===== config.mk =====
export PLATFORM = sky130hd
export DESIGN_NAME = emulador_teclado
export DESIGN_NICKNAME = d
export VERILOG_FILES = /design/src/rtl/teclado_pkg.sv /design/src/rtl/generador_rebote.sv /design/src/rtl/emulador_teclado.sv
export SDC_FILE = /design/constraint.sdc
export NUM_CORES = 1
export LEC_CHECK = 0
export CORE_MARGIN = 3
export CORE_UTILIZATION = 51
export DETAILED_ROUTE_END_ITERATION = 10
export PLACE_DENSITY_LB_ADDON = 0.08
export SYNTH_ARGS = -nofsm -noshare
export SYNTH_HDL_FRONTEND = slang
export SYNTH_SLANG_ARGS = --single-unit

===== constraint.sdc =====
create_clock -name clk -period 2.5 [get_ports clk]
set_input_delay 0.75 -clock clk [delete_from_list [all_inputs] [get_ports clk]]
set_output_delay 0.75 -clock clk [all_outputs]
set_load 0.01 [all_outputs]

===== src/rtl/teclado_pkg.sv =====
// Shared types for the keypad emulator: FSM states, key-to-matrix mapping and idle column level.
package teclado_pkg;

    typedef enum logic [2:0] {
        IDLE,
        BOUNCE_PRESS,
        HOLD,
        BOUNCE_RELEASE,
        GAP
    } emu_state_t;

    typedef struct packed {
        logic [1:0] fila;
        logic [1:0] col;
    } key_pos_t;

    localparam logic [3:0] COL_IDLE = 4'hF;

    // Physical keypad layout; the scanner decodes with the same table.
    function automatic key_pos_t key_pos(input logic [3:0] key);
        key_pos_t p;
        case (key)
            4'h1: p = '{fila: 2'd0, col: 2'd0};
            4'h2: p = '{fila: 2'd0, col: 2'd1};
            4'h3: p = '{fila: 2'd0, col: 2'd2};
            4'hA: p = '{fila: 2'd0, col: 2'd3};
            4'h4: p = '{fila: 2'd1, col: 2'd0};
            4'h5: p = '{fila: 2'd1, col: 2'd1};
            4'h6: p = '{fila: 2'd1, col: 2'd2};
            4'hB: p = '{fila: 2'd1, col: 2'd3};
            4'h7: p = '{fila: 2'd2, col: 2'd0};
            4'h8: p = '{fila: 2'd2, col: 2'd1};
            4'h9: p = '{fila: 2'd2, col: 2'd2};
            4'hC: p = '{fila: 2'd2, col: 2'd3};
            4'hE: p = '{fila: 2'd3, col: 2'd0};
            4'h0: p = '{fila: 2'd3, col: 2'd1};
            4'hF: p = '{fila: 2'd3, col: 2'd2};
            default: p = '{fila: 2'd3, col: 2'd3};  // 4'hD
        endcase
        return p;
    endfunction

endpackage


===== src/rtl/generador_rebote.sv =====
// Phase timer and contact level generator: a plain countdown phase, or a bounce
// phase of BOUNCE_TOGGLES segments of BOUNCE_PERIOD cycles with the level inverting between them.
module generador_rebote #(
    parameter int unsigned BOUNCE_PERIOD  = 2000,
    parameter int unsigned BOUNCE_TOGGLES = 4
) (
    input  logic        clk,
    input  logic        rst_n,
    input  logic        carga,
    input  logic        rebote,
    input  logic        nivel_ini,
    input  logic [23:0] longitud,
    output logic        nivel,
    output logic        fin,
    output logic        fin_prox
);

    localparam int unsigned TW = (BOUNCE_TOGGLES == 0) ? 1 : $clog2(BOUNCE_TOGGLES + 1);
    localparam logic [23:0] SEG_INI = 24'(BOUNCE_PERIOD - 1);
    localparam logic [TW-1:0] TOG_INI = TW'((BOUNCE_TOGGLES == 0) ? 0 : BOUNCE_TOGGLES - 1);

    logic [23:0]   cnt;
    logic [TW-1:0] tog;

    // tog holds the segments still to come after the current one, so the
    // toggle that would land on the phase boundary is left to the next load.
    always_ff @(posedge clk or negedge rst_n) begin
        if (!rst_n) begin
            cnt   <= '0;
            tog   <= '0;
            nivel <= 1'b0;
        end else if (carga) begin
            cnt   <= rebote ? SEG_INI : longitud;
            tog   <= rebote ? TOG_INI : '0;
            nivel <= nivel_ini;
        end else if (cnt != '0) begin
            cnt <= cnt - 24'd1;
        end else if (tog != '0) begin
            tog   <= tog - TW'(1);
            cnt   <= SEG_INI;
            nivel <= ~nivel;
        end
    end

    assign fin      = (cnt == '0) && (tog == '0);
    assign fin_prox = (cnt == 24'd1) && (tog == '0);

endmodule


===== src/rtl/emulador_teclado.sv =====
// 4x4 keypad emulator: replays commanded key presses with bounce, hold and
// release gap, closing the matching column combinationally against the row drive.
module emulador_teclado
    import teclado_pkg::*;
#(
    parameter int unsigned BOUNCE_PERIOD  = 2000,
    parameter int unsigned BOUNCE_TOGGLES = 4,
    parameter int unsigned GAP_CYCLES     = 100_000
) (
    input  logic        clk,
    input  logic        rst_n,
    input  logic [3:0]  filas,
    output logic [3:0]  columnas,
    input  logic        cmd_valid,
    output logic        cmd_ready,
    input  logic [3:0]  cmd_key,
    input  logic [23:0] cmd_hold,
    output logic        busy,
    output logic        done
);

    localparam logic [23:0] GAP_INI = 24'(GAP_CYCLES - 1);

    emu_state_t  state, next;
    logic [3:0]  key_q;
    logic [23:0] hold_q;
    logic [23:0] hold_in;
    logic        accept, carga, rebote, nivel_ini, contacto, fin, fin_prox, done_nxt;
    logic [23:0] longitud;
    key_pos_t    pos;

    assign accept  = cmd_valid & cmd_ready;
    assign hold_in = (cmd_hold == '0) ? 24'd1 : cmd_hold;

    always_comb begin
        next      = state;
        carga     = 1'b0;
        rebote    = 1'b0;
        nivel_ini = 1'b0;
        longitud  = '0;
        case (state)
            IDLE: if (accept) begin
                carga     = 1'b1;
                nivel_ini = 1'b1;
                if (BOUNCE_TOGGLES == 0) begin
                    next     = HOLD;
                    longitud = hold_in - 24'd1;
                end else begin
                    next   = BOUNCE_PRESS;
                    rebote = 1'b1;
                end
            end
            BOUNCE_PRESS: if (fin) begin
                next      = HOLD;
                carga     = 1'b1;
                nivel_ini = 1'b1;
                longitud  = hold_q - 24'd1;
            end
            HOLD: if (fin) begin
                carga = 1'b1;
                if (BOUNCE_TOGGLES == 0) begin
                    next     = GAP;
                    longitud = GAP_INI;
                end else begin
                    next   = BOUNCE_RELEASE;
                    rebote = 1'b1;
                end
            end
            BOUNCE_RELEASE: if (fin) begin
                next     = GAP;
                carga    = 1'b1;
                longitud = GAP_INI;
            end
            GAP: if (fin) next = IDLE;
            default: next = IDLE;
        endcase
    end

    // done is registered, so it is raised one cycle ahead of the last GAP cycle.
    assign done_nxt = (next == GAP) &&
                      ((state != GAP && GAP_CYCLES == 1) || (state == GAP && fin_prox));

    always_ff @(posedge clk or negedge rst_n) begin
        if (!rst_n) begin
            state     <= IDLE;
            key_q     <= '0;
            hold_q    <= '0;
            cmd_ready <= 1'b1;
            busy      <= 1'b0;
            done      <= 1'b0;
        end else begin
            state     <= next;
            cmd_ready <= (next == IDLE);
            busy      <= (next != IDLE);
            done      <= done_nxt;
            if (accept) begin
                key_q  <= cmd_key;
                hold_q <= hold_in;
            end
        end
    end

    generador_rebote #(
        .BOUNCE_PERIOD (BOUNCE_PERIOD),
        .BOUNCE_TOGGLES(BOUNCE_TOGGLES)
    ) u_rebote (
        .clk      (clk),
        .rst_n    (rst_n),
        .carga    (carga),
        .rebote   (rebote),
        .nivel_ini(nivel_ini),
        .longitud (longitud),
        .nivel    (contacto),
        .fin      (fin),
        .fin_prox (fin_prox)
    );

    assign pos = key_pos(key_q);

    always_comb begin
        columnas = COL_IDLE;
        if (contacto && !filas[pos.fila]) columnas[pos.col] = 1'b0;
    end

endmodule

After elaboration in Yosys (flattened, before gate mapping)
Memory sizes are Yosys's and may differ from the RTL's.
Index checks and enable logic that the tools add are counted.
{ "word_totals": {"regBits": 62, "mem_bits_ro": 64, "output_inout_bits": 7, "elab_cells": 76, "memories": 1} }
{ "memory_table": {"columns": ["name", "depth", "word_bits", "read_ports", "rd_clocked_by_memory_dff", "write_ports", "line", "text"], "rows": [
  ["(no name shown)", 16, 4, 1, 0, 0, "teclado_pkg.sv:22", "case (key)"]
]} }
{ "op_classes": {"bitwise": 3, "mux": 31, "n_reduce_logical": 19, "magnitude_cmp": 3, "addsub": 3, "eq_ne": 7} }
{ "op_table": {"columns": ["op", "n"], "rows": [
  ["$mux 24", 6],
  ["$logic_not 24->1", 2],
  ["$pmux 24 s2", 1],
  ["$sub 24x1->24 const B", 2],
  ["$eq 24x1->1 const B", 1],
  ["$mux 3", 8],
  ["$reduce_bool 24->1", 1],
  ["$mux 17", 1],
  ["$pmux 3 s5", 1],
  ["$logic_not 3->1", 3],
  ["$reduce_bool 3->1", 3],
  ["$mux 1", 7],
  ["$eq 3x2->1 const B", 2],
  ["$eq 3x3->1 const B", 2],
  ["$logic_and 1x1->1", 6],
  ["$lt 2x3->1 const B", 2],
  ["$pmux 1 s2", 3],
  ["$mux 4", 1],
  ["$not 4->4", 1],
  ["$eq 3x1->1 const B", 1],
  ["$reduce_or 3->1", 1],
  ["$sub 3x1->3 const B", 1],
  ["$bmux 1 s2", 1],
  ["$demux 1 s2", 1],
  ["other kinds (8)", 8]
]} }

Logic depth before layout (Yosys ltp)
An unclocked memory read counts as a cell.
{ "depth": {"word_depth": 7, "ltp_mapped": 8, "mapped_depth_nobuf": 7} }

By module
Synthesis repeated with hierarchy kept, for this count alone.
{ "hier_totals": {"cells_unflattened": 417, "area_unflattened_um2": 3893.7} }
{ "by_module_without_submodules": {"columns": ["mod", "n_inst", "cells_each", "area_each_um2"], "rows": [
  ["emulador_teclado", 1, 235, 2178.3],
  ["generador_rebote", 1, 182, 1715.4]
]} }

Least setup slack after synthesis
OpenSTA, ideal clock, no wires.
{ "synth_path": {"path_kind": "flip-flop to flip-flop", "start": "register u_rebote.cnt[15]", "end": "register busy", "stages_incl_launch_ff": 7, "required_time_ps": 2373, "period_less_slack_ps": 2480, "arrival_time_ps": 2353, "setup_time_ps": 127, "path_slack_ps": 20, "path_cell_list": "dfrtp_1 > or4_4 > or4_4 > buf_4 > nor3_1 > nor2_1 > or2_2"} }
{ "synth_via": {"elab_chain_len": 5, "word_cells_on_any_way": 8, "classes_between": "mux: 5; reduce/logical: 3"} }
{ "synth_rtl": {"columns": ["element", "line", "text"], "rows": [
  ["start: declaration", "generador_rebote.sv:22", "logic [23:0] cnt;"],
  ["start signal: assignment", "generador_rebote.sv:33", "cnt <= rebote ? SEG_INI : longitud;"],
  ["start signal: assignment", "generador_rebote.sv:37", "cnt <= cnt - 24'd1;"],
  ["$logic_not 24->1 (*)", "generador_rebote.sv:45", "assign fin = (cnt == '0) && (tog == '0);"],
  ["$logic_and 1x1->1 (*)", "generador_rebote.sv:45", null],
  ["$mux 3, on equally long branches", null, null],
  ["$pmux 3 s5 (*)", "emulador_teclado.sv:41", "case (state)"],
  ["$reduce_bool 3->1 (*)", "emulador_teclado.sv:94", "busy <= (next != IDLE);"],
  ["end signal: assignment", "emulador_teclado.sv:94", null],
  ["end: declaration", "emulador_teclado.sv:18", "output logic busy,"]
]} }
Mark *: on every way between the ends. The rest lies on a longest branch, timed or not.
A chain may end at the register's enable or synchronous reset.

Final worst setup path
{ "layout_path": {"start": "register key_q[0]", "end": "output columnas[0]"} }
{ "layout_via": {"elab_chain_len": 7, "word_cells_on_any_way": 12, "classes_between": "order compare: 2; mux: 5; bitwise: 1; reduce/logical: 3; memory: 1"} }
{ "layout_rtl": {"columns": ["element", "line", "text"], "rows": [
  ["start: declaration", "emulador_teclado.sv:25", "logic [3:0] key_q;"],
  ["start signal: assignment", "emulador_teclado.sv:97", "key_q <= cmd_key;"],
  ["$mem_v2 16x4 (*)", null, null],
  ["$lt 2x3->1 (not written as such) / $ge 2x1->1 (equally long branches)", "emulador_teclado.sv:122", "if (contacto && !filas[pos.fila]) columnas[pos.col] = 1'b0;"],
  ["$logic_and 1x1->1 (not written as such)", "emulador_teclado.sv:122", null],
  ["$mux 1 (not written as such)", "emulador_teclado.sv:122", null],
  ["$demux 1 s2", "emulador_teclado.sv:122", null],
  ["$not 4->4 (no source line)", null, null],
  ["$mux 4 (*)", "emulador_teclado.sv:122", null],
  ["end: declaration", "emulador_teclado.sv:13", "output logic [3:0] columnas,"]
]} }
Mark *: on every way between the ends. The rest lies on a longest branch, timed or not. The select of a mux whose other input is x is not followed.

==> results.md <==
| Quantity | Reported |
|:---|:---|
| Port-buffer cells | 41 |
| Launch point of the worst reg-to-reg path | u_rebote.cnt[14] |
| Maximum clock rate | 0.380 GHz |
| Setup slack of the worst register-to-register path | 10 ps |
| List of most frequent post-synthesis cells | 61 x sky130_fd_sc_hd__dfrtp_1, 29 x sky130_fd_sc_hd__xnor2_1, 27 x sky130_fd_sc_hd__mux2_2, 27 x sky130_fd_sc_hd__nor2_1, 22 x sky130_fd_sc_hd__nor3_1 |
| Post-DR wirelength/cell | 15.8 um |
| Worst setup path start | key_q[0] |
| Final worst path period share | 105% |
| Total number of placement rows | 30 |
| Count of antenna-violating nets left after detailed routing | 0 |
| Number of buffers on the longest clock path | 2 |
| Area fraction of the dominant cell type after synthesis | 41.8% |
| Internal power component | 2.70 mW |
| Data arrival time of the worst path | 1880 ps |
| Final GP Congestion | 0.885 |
| IO Count | 42 |
| Clk pin slew, worst setup/hold paths | 70 ps |
| Starting density of the core | 53.2% |
| Violated checks | negative setup slack |
| Congestion Overflow GR | 0 |
| Share of post-route cells with drive strength above 1 | 29.5% |
| Finish-stage setup viols | 4 |
| Dominant cells by area after synthesis | sky130_fd_sc_hd__dfrtp_1 42%, sky130_fd_sc_hd__mux2_2 8.3%, sky130_fd_sc_hd__xnor2_1 7.0% |
| Fill count | 544 |
| Pin count of the biggest net entering global routing | 63 |
| Switching share of total power | 34.0% |
| Number of synthesized flops with an enable pin | 0 |
| Most frequently used flop master after synthesis | sky130_fd_sc_hd__dfrtp_1 |
| Floorplan die height | 90.6 um |
| Number of instances in the synthesized netlist | 370 |
| Clk network pwr share | 24.9% |
| Via count | 3142 |
| Final Max Tran Viols | 0 |
| Minimum setup slack after placement | -837 ps |
| Final net count | 504 |
| Detailed placement HPWL | 6250 um |
| Unrepaired setup endpoints after global routing | yes |
| Max transition margin | 69.2% |
| Class of the tightest hold or removal check | input pin to asynchronous set/reset pin |
| Post-detailed-route via-to-cell ratio | 5.57 |
| Number of buffers added by the clock tree synthesis step | 9 |
| Count of routing violations after the opening detailed-route iteration | 179 |
| Switch Pwr | 1.39 mW |
| Comb pwr share | 35.7% |
| Yosys cell types | 53 |
| Transition time at the pin with the least slew margin | 460 ps |
| Most frequent cell after synthesis | sky130_fd_sc_hd__dfrtp_1 |
| Wirelength, routed | 8880 um |
| Hold WS | 407 ps |
| Root buffer selected by CTS | sky130_fd_sc_hd__clkbuf_8 |
| Largest area contributor in the netlist | sky130_fd_sc_hd__dfrtp_1 |
| Element type at the critical path end | output port |
| Core Region | 0.00687 mm^2 |
| Critical path's largest stage delay | 440 ps |
| Sequential element share of the synthesized area | 42.5% |
| Post-route setup TNS | -443 ps |
| Final Skew | 12.3 ps |
| Clock latency on the worst-skew pair | 340 ps |
| Leak Pwr | 1.91 nW |
| Type of element launching the critical path | flip-flop |
| Cell breakdown of the critical path | buf_6 -> nor2b_2 -> a221o_1 -> a21oi_2 -> buf_4 -> nand2b_1 -> buf_2 |
| Initial antenna violation count | 0 |
| Antenna diode count | 0 |
| First-pass iteration count of the detailed router | 4 |
| Number of buffer and inverter instances along the worst setup path | 3 |
| Share of flip-flops with an asynchronous set or reset | 100% |
| TritonCTS sink count | 62 |
| Power density over the cells | 841 mW/mm^2 |
| Max FO, Critical Path | 5 |
| Final total power | 4.09 mW |
| Run status | complete, but fails checks |
| Count of final hold-check violations | 0 |
| H-tree lvl count | 3 |
| Area growth syn-to-layout | 33.0% |
| Synthesis-stage register bit count | 62 |
| CP required | 1750 ps |
| Post-Synthesis Mean Instance Area | 9.87 um^2 |
| Die Span X | 90.6 um |
| CTS tree | done |
| CP delay by family, top | compound AO/OA/AOI/OAI gates |
| Power share of the sequential group | 39.5% |
| Global-route wire length before repair | 14700 um |
| Number of maximum-capacitance constraint violations | 0 |
| Overall routing resource usage | 22.0% |
| Setup slack of the critical path after layout | -130 ps |
| Post-route DRC | 0 |
| Floorplan die area | 0.00821 mm^2 |
| Count of synthesis-stage warnings from yosys | 0 |
| Crit path max-delay cell type | sky130_fd_sc_hd__dfrtp_2 |
| Cell area after synthesis | 0.00365 mm^2 |
| Net count after synthesis | 411 |
| Type of the worst setup path | flip-flop to output port |
| Number of global-route vias before repair | 3204 |
| Worst IR drop on VDD | 0.000514 V |
| Final period demand of the worst path | 2630 ps |
-- power groups by stage --
stage	sequential, mW	combinational (mW)	clock [mW]
2_1_floorplan	1.53	0.892	0
3_3_place_gp	1.60	1.29	0
3_5_place_dp	1.61	1.34	0
4_1_cts	1.60	1.40	1.03
5_1_grt	1.67	1.61	1.09
6_report	1.61	1.46	1.02
-- flip-flops by register name, summed over array words and instances, names as in the netlist, 3 cells and up --
register and flops:
hold_q 24, key_q 4, state 3, u_rebote.cnt 24
u_rebote.tog 3
-- area by class of cell --
type                       instances  area, um^2  area share [%]
clock buffer                      10         138            2.83
clock inverter                     6        92.6            1.91
inverter                          11        41.3           0.850
multi-input combinational        282        2090            43.0
sequential                        62        1560            32.0
tap                               96         120            2.47
timing repair buffer              97         822            16.9
-- what timing repair did --
item | CTS | global route
endpoints found under the setup margin | 12 | 33
hold buffers | 0 | 0
setup buffers | 4 | 5
pin swaps | 8 | 10
gates cloned | 1 | 0
resized for setup | 40 | 20
-- per-layer routing --
metal | track usage [%] | routed length (um) | up-vias
li1 | - | - | 1566
met1 | 27.1 | 3880 | 1489
met2 | 38.8 | 4530 | 76
met3 | 3.33 | 360 | 11
met4 | 8.55 | 114 | 0
met5 | 0 | 0 | -
-- cell families (layout without fill, tap and decap cells) --
logic type                 Yosys count  after routing  share of synthesized area, %
adders and majority gates            6              6                          2.06
xor gates and xnor gates            41             41                          9.83
muxes                               27             27                          8.32
AOI/OAI and AO/OA                   70             70                          13.1
buffers and inverters               27            124                          2.98
DFF                                 62             62                          42.5
and+or+nand+nor                    137            138                          21.2
-- through the flow --
step | utilization [%] | std cells | area [um^2]
2_1_floorplan | - | 370 | 3650
3_3_place_gp | 65.2 | 538 | 4480
3_5_place_dp | 65.2 | 538 | 4480
4_1_cts | 69.2 | 559 | 4750
5_1_grt | 70.7 | 564 | 4860
6_report | 70.7 | 564 | 4860
-- path summary, 6_finish.rpt --
path,endpoint,depth (start not counted)
max,columnas[0],7
min,u_rebote.tog[1],2
max reg2reg,u_rebote.tog[0],5
min reg2reg,hold_q[23],1
max in group asynchronous,cmd_ready,2
min in group clk,hold_q[23],1
-- placed cells by master (no fill, tap or decap), drive strengths merged, types with 4 or more instances in the layout --
cell,count
ha,6
o211ai,4
nor4,18
or3,10
nor3,22
a21oi,8
nor2b,4
mux2,27
nand2b,5
xor2,12
a211oi,7
dfrtp,61
o21ai,13
nand3,8
xnor2,29
or4,11
o22ai,14
nor2,27
nand2,17
inv,12
clkdlybuf4s50,32
buf,64
clkbuf,11
nand4,4
(Power assumes the default switching activity.)
